==> src/rtl/if_fetch.sv <==
// Instruction-fetch stage feeding the IF/ID register: req/ready fetch handshake,
// word hold under ifkeep, branch redirect with squash of wrong-path words.
module if_fetch #(
  parameter int                DATA_W    = 16,
  parameter logic [DATA_W-1:0] RESET_PC  = 16'h0000,
  parameter logic [DATA_W-1:0] NOP_INSTR = 16'h0800
) (
  input  logic              clk,
  input  logic              rst,
  input  logic              ifkeep,
  input  logic              branch_taken,
  input  logic [DATA_W-1:0] branch_target,
  output logic              mem_req,
  output logic [DATA_W-1:0] mem_addr,
  input  logic              mem_ready,
  input  logic [DATA_W-1:0] mem_rdata,
  output logic [DATA_W-1:0] pc_out,
  output logic [DATA_W-1:0] instr_out,
  output logic              if_valid
);

  localparam logic [1:0] ST_FETCH = 2'd0;
  localparam logic [1:0] ST_HOLD  = 2'd1;
  localparam logic [1:0] ST_FLUSH = 2'd2;

  logic [1:0]        state;
  logic [DATA_W-1:0] pc;
  logic [DATA_W-1:0] fetch_addr;
  logic [DATA_W-1:0] pc_inc;

  assign pc_inc   = pc + DATA_W'(1);
  assign mem_req  = rst && ((state == ST_FETCH) || (state == ST_FLUSH));
  assign mem_addr = fetch_addr;
  assign if_valid = (state == ST_HOLD);

  always_ff @(posedge clk) begin
    if (!rst) begin
      state      <= ST_FETCH;
      pc         <= RESET_PC;
      fetch_addr <= RESET_PC;
      pc_out     <= RESET_PC;
      instr_out  <= NOP_INSTR;
    end else if (branch_taken) begin
      pc        <= branch_target;
      instr_out <= NOP_INSTR;
      // A request still waiting on memory must keep its address until ready.
      if ((state == ST_HOLD) || mem_ready) begin
        fetch_addr <= branch_target;
        state      <= ST_FETCH;
      end else begin
        state <= ST_FLUSH;
      end
    end else begin
      case (state)
        ST_FETCH: begin
          if (mem_ready) begin
            instr_out  <= mem_rdata;
            pc_out     <= pc_inc;
            pc         <= pc_inc;
            fetch_addr <= pc_inc;
            state      <= ST_HOLD;
          end else begin
            instr_out <= NOP_INSTR;
          end
        end
        ST_HOLD: begin
          if (!ifkeep) begin
            instr_out <= NOP_INSTR;
            state     <= ST_FETCH;
          end
        end
        ST_FLUSH: begin
          // Stale word from before the redirect is dropped.
          if (mem_ready) begin
            fetch_addr <= pc;
            state      <= ST_FETCH;
          end
        end
        default: state <= ST_FETCH;
      endcase
    end
  end

endmodule

==> config.mk <==
export PLATFORM = sky130hd
export DESIGN_NAME = if_fetch
export DESIGN_NICKNAME = d
export VERILOG_FILES = /design/src/rtl/if_fetch.sv
export SDC_FILE = /design/constraint.sdc
export NUM_CORES = 1
export LEC_CHECK = 0
export BUFFER_PORTS_ARGS = -buffer_cell sky130_fd_sc_hd__buf_2
export CORE_MARGIN = 2
export CORE_UTILIZATION = 53
export DETAILED_ROUTE_END_ITERATION = 8
export GPL_TIMING_DRIVEN = 1
export PLACE_DENSITY = 0.86
export SLEW_MARGIN = 10
export SYNTH_ARGS = -nofsm -noshare
export SYNTH_HDL_FRONTEND = slang
export SYNTH_SLANG_ARGS = --single-unit
==> constraint.sdc <==
create_clock -name clk -period 2 [get_ports clk]
set_input_delay 0.2 -clock clk [delete_from_list [all_inputs] [get_ports clk]]
set_output_delay 0.2 -clock clk [all_outputs]
set_load 0.05 [all_outputs]
==> results.toml, run 1 <==
[outcome]
status = "finished, final reports clean"

[critical_path]
worstPathRequired_ns = 2.26
reg2reg_depth = 4
critical_path_arrival_ns = 2.15
worst-setup-path-type = "flop to flop"
critical_path.max_fanout = 8
critPathSlowestCell = "dfxtp_1"
critical_path.startpoint_type = "flop"
slowest_delay_ns = 0.56
worst_setup_path_end_kind = "flop"
crit_chain = "nand4_4 > or3_4 > or4_1 > a31oi_1"

[cts]
cts-buffers-inserted = 9
cts_tree = "built"
cts_sinks = 66
clk_latency_ns = 0.34
postCtsHoldBufs = 0
h-tree-depth = 3
cts_setup_buffers = 0
clk_pin_slew_ns = 0.08
cts_resized = 0
cts-root-buf = "clkbuf_8"
ctsLongestPathBuffers = 2

[power]
swShare_pct = 32.6
ir_worst_vdd_mv = 0.523
seq_power_share_pct = 44.4
intPower_mw = 2.24
power_switching_mw = 1.08
power.share.clock_pct = 33.8
pwr_density_cell_mw_per_mm2 = 791
p_leak_nw = 1.67
power.share.combinational_pct = 21.8
total_power_mw = 3.32

[logic_synthesis]
avgSynthCellArea_sq_um = 8.50
syn_inst = 401
ys_seq_elements = 66
synth_seq_area_share_pct = 38.8
synth_xor_xnor_area_share_pct = 6.68
synthSimpleGateAreaFrac_pct = 23.2
yosysWarnings = 0
synthMuxAreaShare_pct = 0.588
syn_area_sq_mm = 0.00341
synth_compound_area_share_pct = 23.5
async_flop_share_pct = 0
netlist-cell-type-count = 56
synth-main-ff-cell = "dfxtp_1"
synth_nets = 439
synth-edff-count = 0
synthAdderAreaFrac_pct = 0.661
synth_top_family_by_area = "compound AO/OA/AOI/OAI gates"

[layout]
fin_nets = 528
area_growth_pct = 23.3
seqCellArea_sq_mm = 0.00132
drive_gt1_share_pct = 30.1
diodes = 0
fill_cells = 509
utilization_pct = 66.9
final_cell_mix = "buf_2, dfxtp_1, nor2_1"
final_common_cell = "buf_2"
multi_input_area_sq_mm = 0.00187

[detailed_routing]
wl_met3_um = 773
route.detailed.drc = 0
ant_nets = 0
drt-met1-wl_um = 4170
wl_um = 9670
wl_per_cell_um = 16.9
num_vias = 3458
routed.top_layer = "met4"
drt_iter0_drc = 334
dr_wl_met2_um = 4520
vias_per_cell = 6.05
firstDrtPassIters = 4

[die]
core_region_area_sq_mm = 0.00628
num_rows = 29
ios = 87
die_x_um = 84.2
chipHeight_um = 84.2
initial_core_util_pct = 54.3
dieArea_sq_mm = 0.00709

[sta]
final-setup-viol-count = 0
finalHoldViolCount = 0
relSlewSlack_pct = 64.0
fin_crit_sh_pct = 94.5
finalSetupTns_ns = 0
tightest_slew_ns = 0.538
final.setup_skew_ns = 0.0105
rsz0062_at_grt = "no"
max_freq_ghz = 0.529
fin_hold_ws_ns = 0.0970
slew_violations = 0
min_period_ns = 1.89

[global_route]
grt_pass1_vias = 3325
grt-ovfl-total = 0
antenna_found_initial = 0
grt_pass1_wl_um = 15800
grt_max_degree = 32
grt_usage_pct = 27.5

[hold_path]
hold_path.class = "input pin to flop"
whs_path_depth = 3

[placed_design]
place_congestion = 0.888
dpl.hpwl_um = 6860
port_buffers = 86

[job]
maxCapViolations = 0
## metal layers
layer  global-route usage, %  up-vias
met2                    43.4      164
met5                       0        -
met1                    36.2     1620
met4                    11.0        0
met3                    6.69       26
li1                        -     1648
## kinds of logic after synthesis
group / after synthesis
muxes: 2
and+or+nand+nor: 137
xor gates and xnor gates: 26
DFF: 66
buffers and inverters: 48
adders and majority gates: 2
AOI/OAI and AO/OA: 120
## flip-flops by register name, summed over array words and instances, names as in the netlist
register / flops
pc: 16
instr_out: 16
pc_out: 16
mem_addr: 16
state: 2
## worst max-delay path: cells and delay by family (launching register included)
| family | cells | cell delay, ns |
|---|---|---|
| flip-flops | 1 | 0.56 |
| AO/OA/AOI/OAI | 1 | 0.19 |
| AND/OR/NAND/NOR | 3 | 1.04 |
## power groups by stage
stage / sequential, mW / combinational [mW] / clock, mW
finish: 1.47 / 0.724 / 1.12
global route: 1.48 / 0.771 / 1.19
CTS: 1.47 / 0.716 / 1.13
detailed placement: 1.50 / 0.713 / 0
global placement: 1.49 / 0.704 / 0
floorplan: 1.67 / 0.332 / 0
## Yosys cell counts, types with 3 or more instances
cell type / instances / area [sq um]
nand3_1: 9 / 45.0
nor3_1: 13 / 65.1
nor4_1: 7 / 43.8
buf_2: 10 / 50.1
nand2b_1: 5 / 31.3
buf_4: 9 / 67.6
nand2_1: 22 / 82.6
o31ai_1: 7 / 52.6
clkbuf_1: 19 / 71.3
nor3b_1: 4 / 30.0
a31oi_1: 8 / 50.1
or3_1: 3 / 18.8
nor4_4: 3 / 63.8
o22ai_1: 3 / 18.8
nor2b_1: 6 / 37.5
buf_1: 3 / 11.3
o21a_1: 3 / 22.5
nor2_1: 38 / 143
nand4_1: 7 / 43.8
a22oi_1: 15 / 113
xnor2_1: 23 / 201
o211ai_1: 10 / 75.1
dfxtp_1: 66 / 1320
a211oi_1: 9 / 67.6
inv_1: 7 / 26.3
a21oi_1: 19 / 95.1
or4_1: 5 / 37.5
xor2_1: 3 / 26.3
a21boi_0: 3 / 22.5
o21ai_0: 27 / 135
## worst paths after layout
check	from	endpoint	slack, ns
max	pc[6]$_SDFFE_PN0P_	pc[15]$_SDFFE_PN0P_	0.11
min	ifkeep	state[0]$_SDFFE_PN0P_	0.1
max reg2reg	pc[6]$_SDFFE_PN0P_	pc[15]$_SDFFE_PN0P_	0.11
min reg2reg	mem_addr[2]$_SDFFE_PN0P_	mem_addr[2]$_SDFFE_PN0P_	0.46
## final cells by class
class                   instances  area share [%]
multi-input cells             287            44.5
flip-flops and latches         66            31.5
clock inverters                 5            1.28
well taps                      77            2.29
inverters                       7           0.626
clock buffers                  11            3.37
repair buffers                119            16.4
## through the flow
| step | worst slack (ns) | area (sq um) | cells |
|---|---|---|---|
| final | 0.109 | 4200 | 572 |
| after global routing | 0.0288 | 4200 | 572 |
| after CTS | 0.0657 | 4190 | 572 |
| after detailed placement | 0.124 | 4000 | 556 |
| after global placement | 0.158 | 4000 | 556 |
| after floorplan | 0.184 | 3410 | 401 |
(Power assumes the default switching activity.)
==> inputs of run 2 (changes only) <==
--- a/config.mk
+++ b/config.mk
@@ -5,13 +5,14 @@
 export SDC_FILE = /design/constraint.sdc
 export NUM_CORES = 1
 export LEC_CHECK = 0
+export ABC_AREA = 1
 export BUFFER_PORTS_ARGS = -buffer_cell sky130_fd_sc_hd__buf_2
 export CORE_MARGIN = 2
-export CORE_UTILIZATION = 53
+export CORE_UTILIZATION = 52
 export DETAILED_ROUTE_END_ITERATION = 8
 export GPL_TIMING_DRIVEN = 1
 export PLACE_DENSITY = 0.86
-export SLEW_MARGIN = 10
+export SLEW_MARGIN = 20
 export SYNTH_ARGS = -nofsm -noshare
 export SYNTH_HDL_FRONTEND = slang
 export SYNTH_SLANG_ARGS = --single-unit
==> results.toml, run 2 <==
[cts]
cts-root-buf = "clkbuf_8"
postCtsHoldBufs = 0
cts-buffers-inserted = 9
cts_resized = 0
cts_tree = "built"
clk_latency_ns = 0.35
cts_sinks = 66
clk_pin_slew_ns = 0.08
h-tree-depth = 3
ctsLongestPathBuffers = 2
cts_setup_buffers = 0

[critical_path]
worst-setup-path-type = "flop to flop"
critical_path_arrival_ns = 1.93
reg2reg_depth = 10
crit_path_end = "pc_out[10]$_SDFFE_PN0P_"
crit_path_start = "pc[0]$_SDFFE_PN0P_"
rr_startpoint = "pc[0]$_SDFFE_PN0P_"
worstPathRequired_ns = 2.25
worst_setup_path_end_kind = "flop"
rrSetupSlack_ns = 0.32
critical_path.max_fanout = 6
reg2reg_to = "pc_out[10]$_SDFFE_PN0P_"
critical_path.startpoint_type = "flop"

[detailed_routing]
wl_um = 8040
drt_iter0_drc = 193
wl_met3_um = 510
ant_nets = 0
routed.top_layer = "met4"
vias_per_cell = 5.27
drt-met1-wl_um = 3550
dr_wl_met2_um = 3860
num_vias = 3233
firstDrtPassIters = 6
route.detailed.drc = 0
wl_per_cell_um = 13.1

[logic_synthesis]
netlist-cell-type-count = 28
synth_seq_area_share_pct = 42.9
ys_seq_elements = 66
async_flop_share_pct = 0
synthTopCellsByArea = "dfxtp_1, nand2_1, a21oi_1"
synth.most_common_cell = "nand2_1"
synth_top_cell_by_area = "dfxtp_1"
synth-edff-count = 0
synth-main-ff-cell = "dfxtp_1"
avgSynthCellArea_sq_um = 6.84
syn_inst = 450
synth_nets = 488
synth_common_cells = "nand2_1, dfxtp_1, a21oi_1, inv_1, o21ai_0"
netlist.area_leader.share_pct = 42.9
syn_area_sq_mm = 0.00308
yosysWarnings = 0

[power]
p_leak_nw = 1.85
pwr_density_cell_mw_per_mm2 = 859
swShare_pct = 30.9
power_switching_mw = 1.00
power.share.combinational_pct = 17.8
ir_worst_vdd_mv = 0.540
seq_power_share_pct = 44.3
power.share.clock_pct = 37.9
intPower_mw = 2.24

[global_route]
grt_pass1_vias = 2958
grt_usage_pct = 25.9
grt_max_degree = 31
grt_pass1_wl_um = 13200
antenna_found_initial = 0
grt-ovfl-total = 0

[sta]
finalSetupTns_ns = 0
finalHoldViolCount = 0
fin_ws_ns = 0.316
final.setup_skew_ns = 0.00807
slew_violations = 0
max_freq_ghz = 0.594
rsz0062_at_grt = "no"
min_period_ns = 1.68
relSlewSlack_pct = 67.7
tightest_slew_ns = 0.484
final-setup-viol-count = 0
fin_crit_sh_pct = 84.2

[placed_design]
place_congestion = 0.944
port_buffers = 86
pre_cts_ws_ns = 0.357
dpl.hpwl_um = 5710

[outcome]
status = "finished, final reports clean"

[layout]
drive_gt1_share_pct = 21.7
utilization_pct = 65.0
fin_nets = 572
area_growth_pct = 22.9
final_common_cell = "nand2_1"
final_cell_mix = "nand2_1, buf_2, dfxtp_1"
diodes = 0

[hold_path]
hold_path.class = "input pin to flop"

[die]
ios = 87
die_x_um = 80.9
core_region_area_sq_mm = 0.00582
initial_core_util_pct = 52.9
chipHeight_um = 80.9
num_rows = 28
dieArea_sq_mm = 0.00655

[job]
maxCapViolations = 0
==> run 2: worst min-delay path by stage <==
stage / end / slack (ns) / cells after the start / from
after floorplan: state[1]$_SDFFE_PN0P_ / 0.29 / 1 / mem_ready
after global placement: state[1]$_SDFFE_PN0P_ / 0.40 / 2 / mem_ready
after detailed placement: state[1]$_SDFFE_PN0P_ / 0.41 / 2 / mem_ready
after CTS: state[1]$_SDFFE_PN0P_ / 0.03 / 2 / mem_ready
after global routing: state[1]$_SDFFE_PN0P_ / 0.03 / 2 / mem_ready
final: state[1]$_SDFFE_PN0P_ / 0.05 / 2 / mem_ready
==> run 2: layer usage <==
metal,track usage (%),vias to the layer above
met1,32.5,1468
li1,-,1638
met2,43.9,116
met4,9.49,0
met3,5.44,11
met5,0,-
==> run 2: cells by family after synthesis <==
family / synth area share (%)
AND/OR/NAND/NOR: 24.2
AO/OA/AOI/OAI: 20.9
buffers and inverters: 8.94
flip-flops: 42.9
XOR/XNOR: 2.56
adder cells (fa/ha/maj): 0.406
==> run 2: through the flow <==
step                      power (mW)  instances  hold WS, ns  instance area [sq um]
after floorplan                 1.88        450        0.292                   3080
after global placement          2.03        598        0.400                   3560
after detailed placement        2.04        598        0.408                   3560
after CTS                       3.26        614       0.0333                   3780
after global routing            3.39        614       0.0347                   3780
final                           3.25        614       0.0455                   3780
==> run 2: final cells by class <==
| type | count | area (sq um) |
|---|---|---|
| clock buffers | 9 | 124 |
| well taps | 75 | 93.8 |
| multi-input cells | 316 | 1480 |
| repair buffers | 94 | 490 |
| flip-flops and latches | 66 | 1320 |
| fillers | 539 | 2030 |
| inverters | 47 | 178 |
| clock inverters | 7 | 93.8 |
==> run 2: worst max-delay path: stages, from the launching register on <==
cell and delay, ns:
dfxtp_1 0.41, ha_1 0.21, nand3_1 0.16, inv_1 0.14, nand2_1 0.13, o21ai_0 0.23
nand2_1 0.08, nand2_1 0.08, nand2_1 0.06, nand2_1 0.05, inv_1 0.04
==> run 2: power groups by stage <==
stage          clock network [mW]  registers, mW  logic, mW
2_1_floorplan                   0           1.63      0.250
3_3_place_gp                    0           1.46      0.562
3_5_place_dp                    0           1.47      0.573
4_1_cts                      1.25           1.44      0.576
5_1_grt                      1.31           1.45      0.628
6_report                     1.23           1.44      0.578
==> inputs of run 3 (changes only) <==
==> constraint.sdc (replaced) <==
create_clock -name clk -period 1.6 [get_ports clk]
set_input_delay 0.16 -clock clk [delete_from_list [all_inputs] [get_ports clk]]
set_output_delay 0.16 -clock clk [all_outputs]
set_load 0.05 [all_outputs]
==> results.toml, run 3 (synthesis gave the netlist of run 2 again) <==
[critical_path]
worst_setup_path_end_kind = "flop"
rrSetupSlack_ns = 0.14
critical_path_arrival_ns = 1.81
reg2reg_depth = 5
rr_startpoint = "state[0]$_SDFFE_PN0P_"
critical_path.startpoint_type = "input pin"
worstPathRequired_ns = 1.86
critical_path.max_fanout = 17
worst-setup-path-type = "input pin to flop"
reg2reg_to = "mem_addr[15]$_SDFFE_PN0P_"

[detailed_routing]
drt_iter0_drc = 209
wl_per_cell_um = 13.4
wl_um = 8330
firstDrtPassIters = 4
ant_nets = 0
num_vias = 3279
route.detailed.drc = 0
vias_per_cell = 5.25

[placed_design]
dpl.hpwl_um = 5830
place_congestion = 0.936
port_buffers = 86
pre_cts_ws_ns = 0.0224
dpl.cell_count = 606

[global_route]
grt-ovfl-total = 0
antenna_found_initial = 0
grt_pass1_vias = 2950
grt_usage_pct = 26.2
grt_pass1_wl_um = 13200
grt_max_degree = 31

[sta]
tightest_slew_ns = 0.476
min_period_ns = 1.55
slew_violations = 0
finalHoldViolCount = 0
relSlewSlack_pct = 68.2
max_freq_ghz = 0.646
fin_crit_sh_pct = 96.8
finalSetupTns_ns = 0
final.setup_skew_ns = 0.00855
final-setup-viol-count = 0
fin_ws_ns = 0.0515

[hold_path]
holdCritStartpoint = "mem_rdata[2]"
whs_path_depth = 3
hold_path.class = "input pin to flop"
hold_end = "instr_out[2]$_SDFFE_PP0P_"

[layout]
utilization_pct = 67.5
diodes = 0
fill_cells = 507
drive_gt1_share_pct = 25.0
final_cell_mix = "nand2_1, buf_2, dfxtp_1"
area_growth_pct = 27.6
fin_cells = 624
final_common_cell = "nand2_1"
fin_nets = 582

[die]
num_rows = 28
ios = 87
chipHeight_um = 80.9
die_x_um = 80.9
initial_core_util_pct = 52.9
core_region_area_sq_mm = 0.00582
dieArea_sq_mm = 0.00655

[job]
maxCapViolations = 0

[power]
p_leak_nw = 1.90
ir_worst_vdd_mv = 0.845
total_power_mw = 4.25
pwr_density_cell_mw_per_mm2 = 1080

[cts]
cts_tree = "built"
ctsLongestPathBuffers = 2
cts_sinks = 66
h-tree-depth = 3
cts-buffers-inserted = 9
clk_pin_slew_ns = 0.08
clk_latency_ns = 0.35
cts-root-buf = "clkbuf_8"

[outcome]
status = "finished, final reports clean"
## run 3: changes by cell type in the layout (fill, tap and decap cells not counted), sizes merged
cell	delta
clkinvlp	+1
buf	+9
bufinv	+1
clkinv	-2
dlygate4sd3	+1
## run 3: report_power, final
group / internal [mW] / switching, mW / leakage (nW)
registers: 1.73 / 0.0662 / 0.542
clock network: 1.03 / 0.662 / 0.111
logic: 0.221 / 0.539 / 1.25
total: 2.99 / 1.27 / 1.90
## run 3: worst max-delay path by stage
stage                                   from                       to  slack [ns]  cells past startpoint
final                              mem_ready       pc[1]$_SDFFE_PN0P_        0.05                      8
after global placement    pc[1]$_SDFFE_PN0P_  pc_out[10]$_SDFFE_PN0P_        0.07                     10
after CTS                 pc[1]$_SDFFE_PN0P_  pc_out[10]$_SDFFE_PN0P_       0.008                     10
after floorplan           pc[0]$_SDFFE_PN0P_  pc_out[10]$_SDFFE_PN0P_        0.14                     10
after global routing               mem_ready       pc[4]$_SDFFE_PN0P_      -0.003                      7
after detailed placement  pc[1]$_SDFFE_PN0P_  pc_out[10]$_SDFFE_PN0P_        0.02                     10
## run 3: worst max-delay path, cell delays in order
cell and delay (ns):
dlygate4sd3_1 0.53, buf_2 0.11, inv_1 0.07, nor3_4 0.30
nand2_4 0.18, clkinv_8 0.13, nand2_1 0.10, a31oi_1 0.21
## run 3: timing repair
action	CTS	global route
setup endpoints to repair	0	31
gates resized for setup	0	20
hold buffers	1	0
hold endpoints to repair	1	0
setup buffers	0	1
## run 3: layout make-up
type | instances | area (sq um) | share of cell area, %
clock buffer | 9 | 124 | 3.15
clock inverter | 7 | 118 | 2.99
inverter | 47 | 189 | 4.81
multi-input combinational | 316 | 1510 | 38.4
sequential | 66 | 1330 | 33.7
tap | 75 | 93.8 | 2.39
timing repair buffer | 104 | 572 | 14.6
## run 3: routing by layer
layer	GRT usage [%]	part of all wire, %	vias to the layer above
met5	0	0	-
met4	10.3	1.0	0
met3	7.22	7.0	7
met2	41.9	48	111
met1	33.6	44	1502
li1	-	-	1659
## run 3: through the flow
step | cell area, sq um | hold slack [ns]
floorplan | 3080 | 0.252
CTS | 3880 | 0.0429
detailed placement | 3620 | 0.355
finish | 3930 | 0.0527
global placement | 3620 | 0.360
global route | 3930 | 0.0527
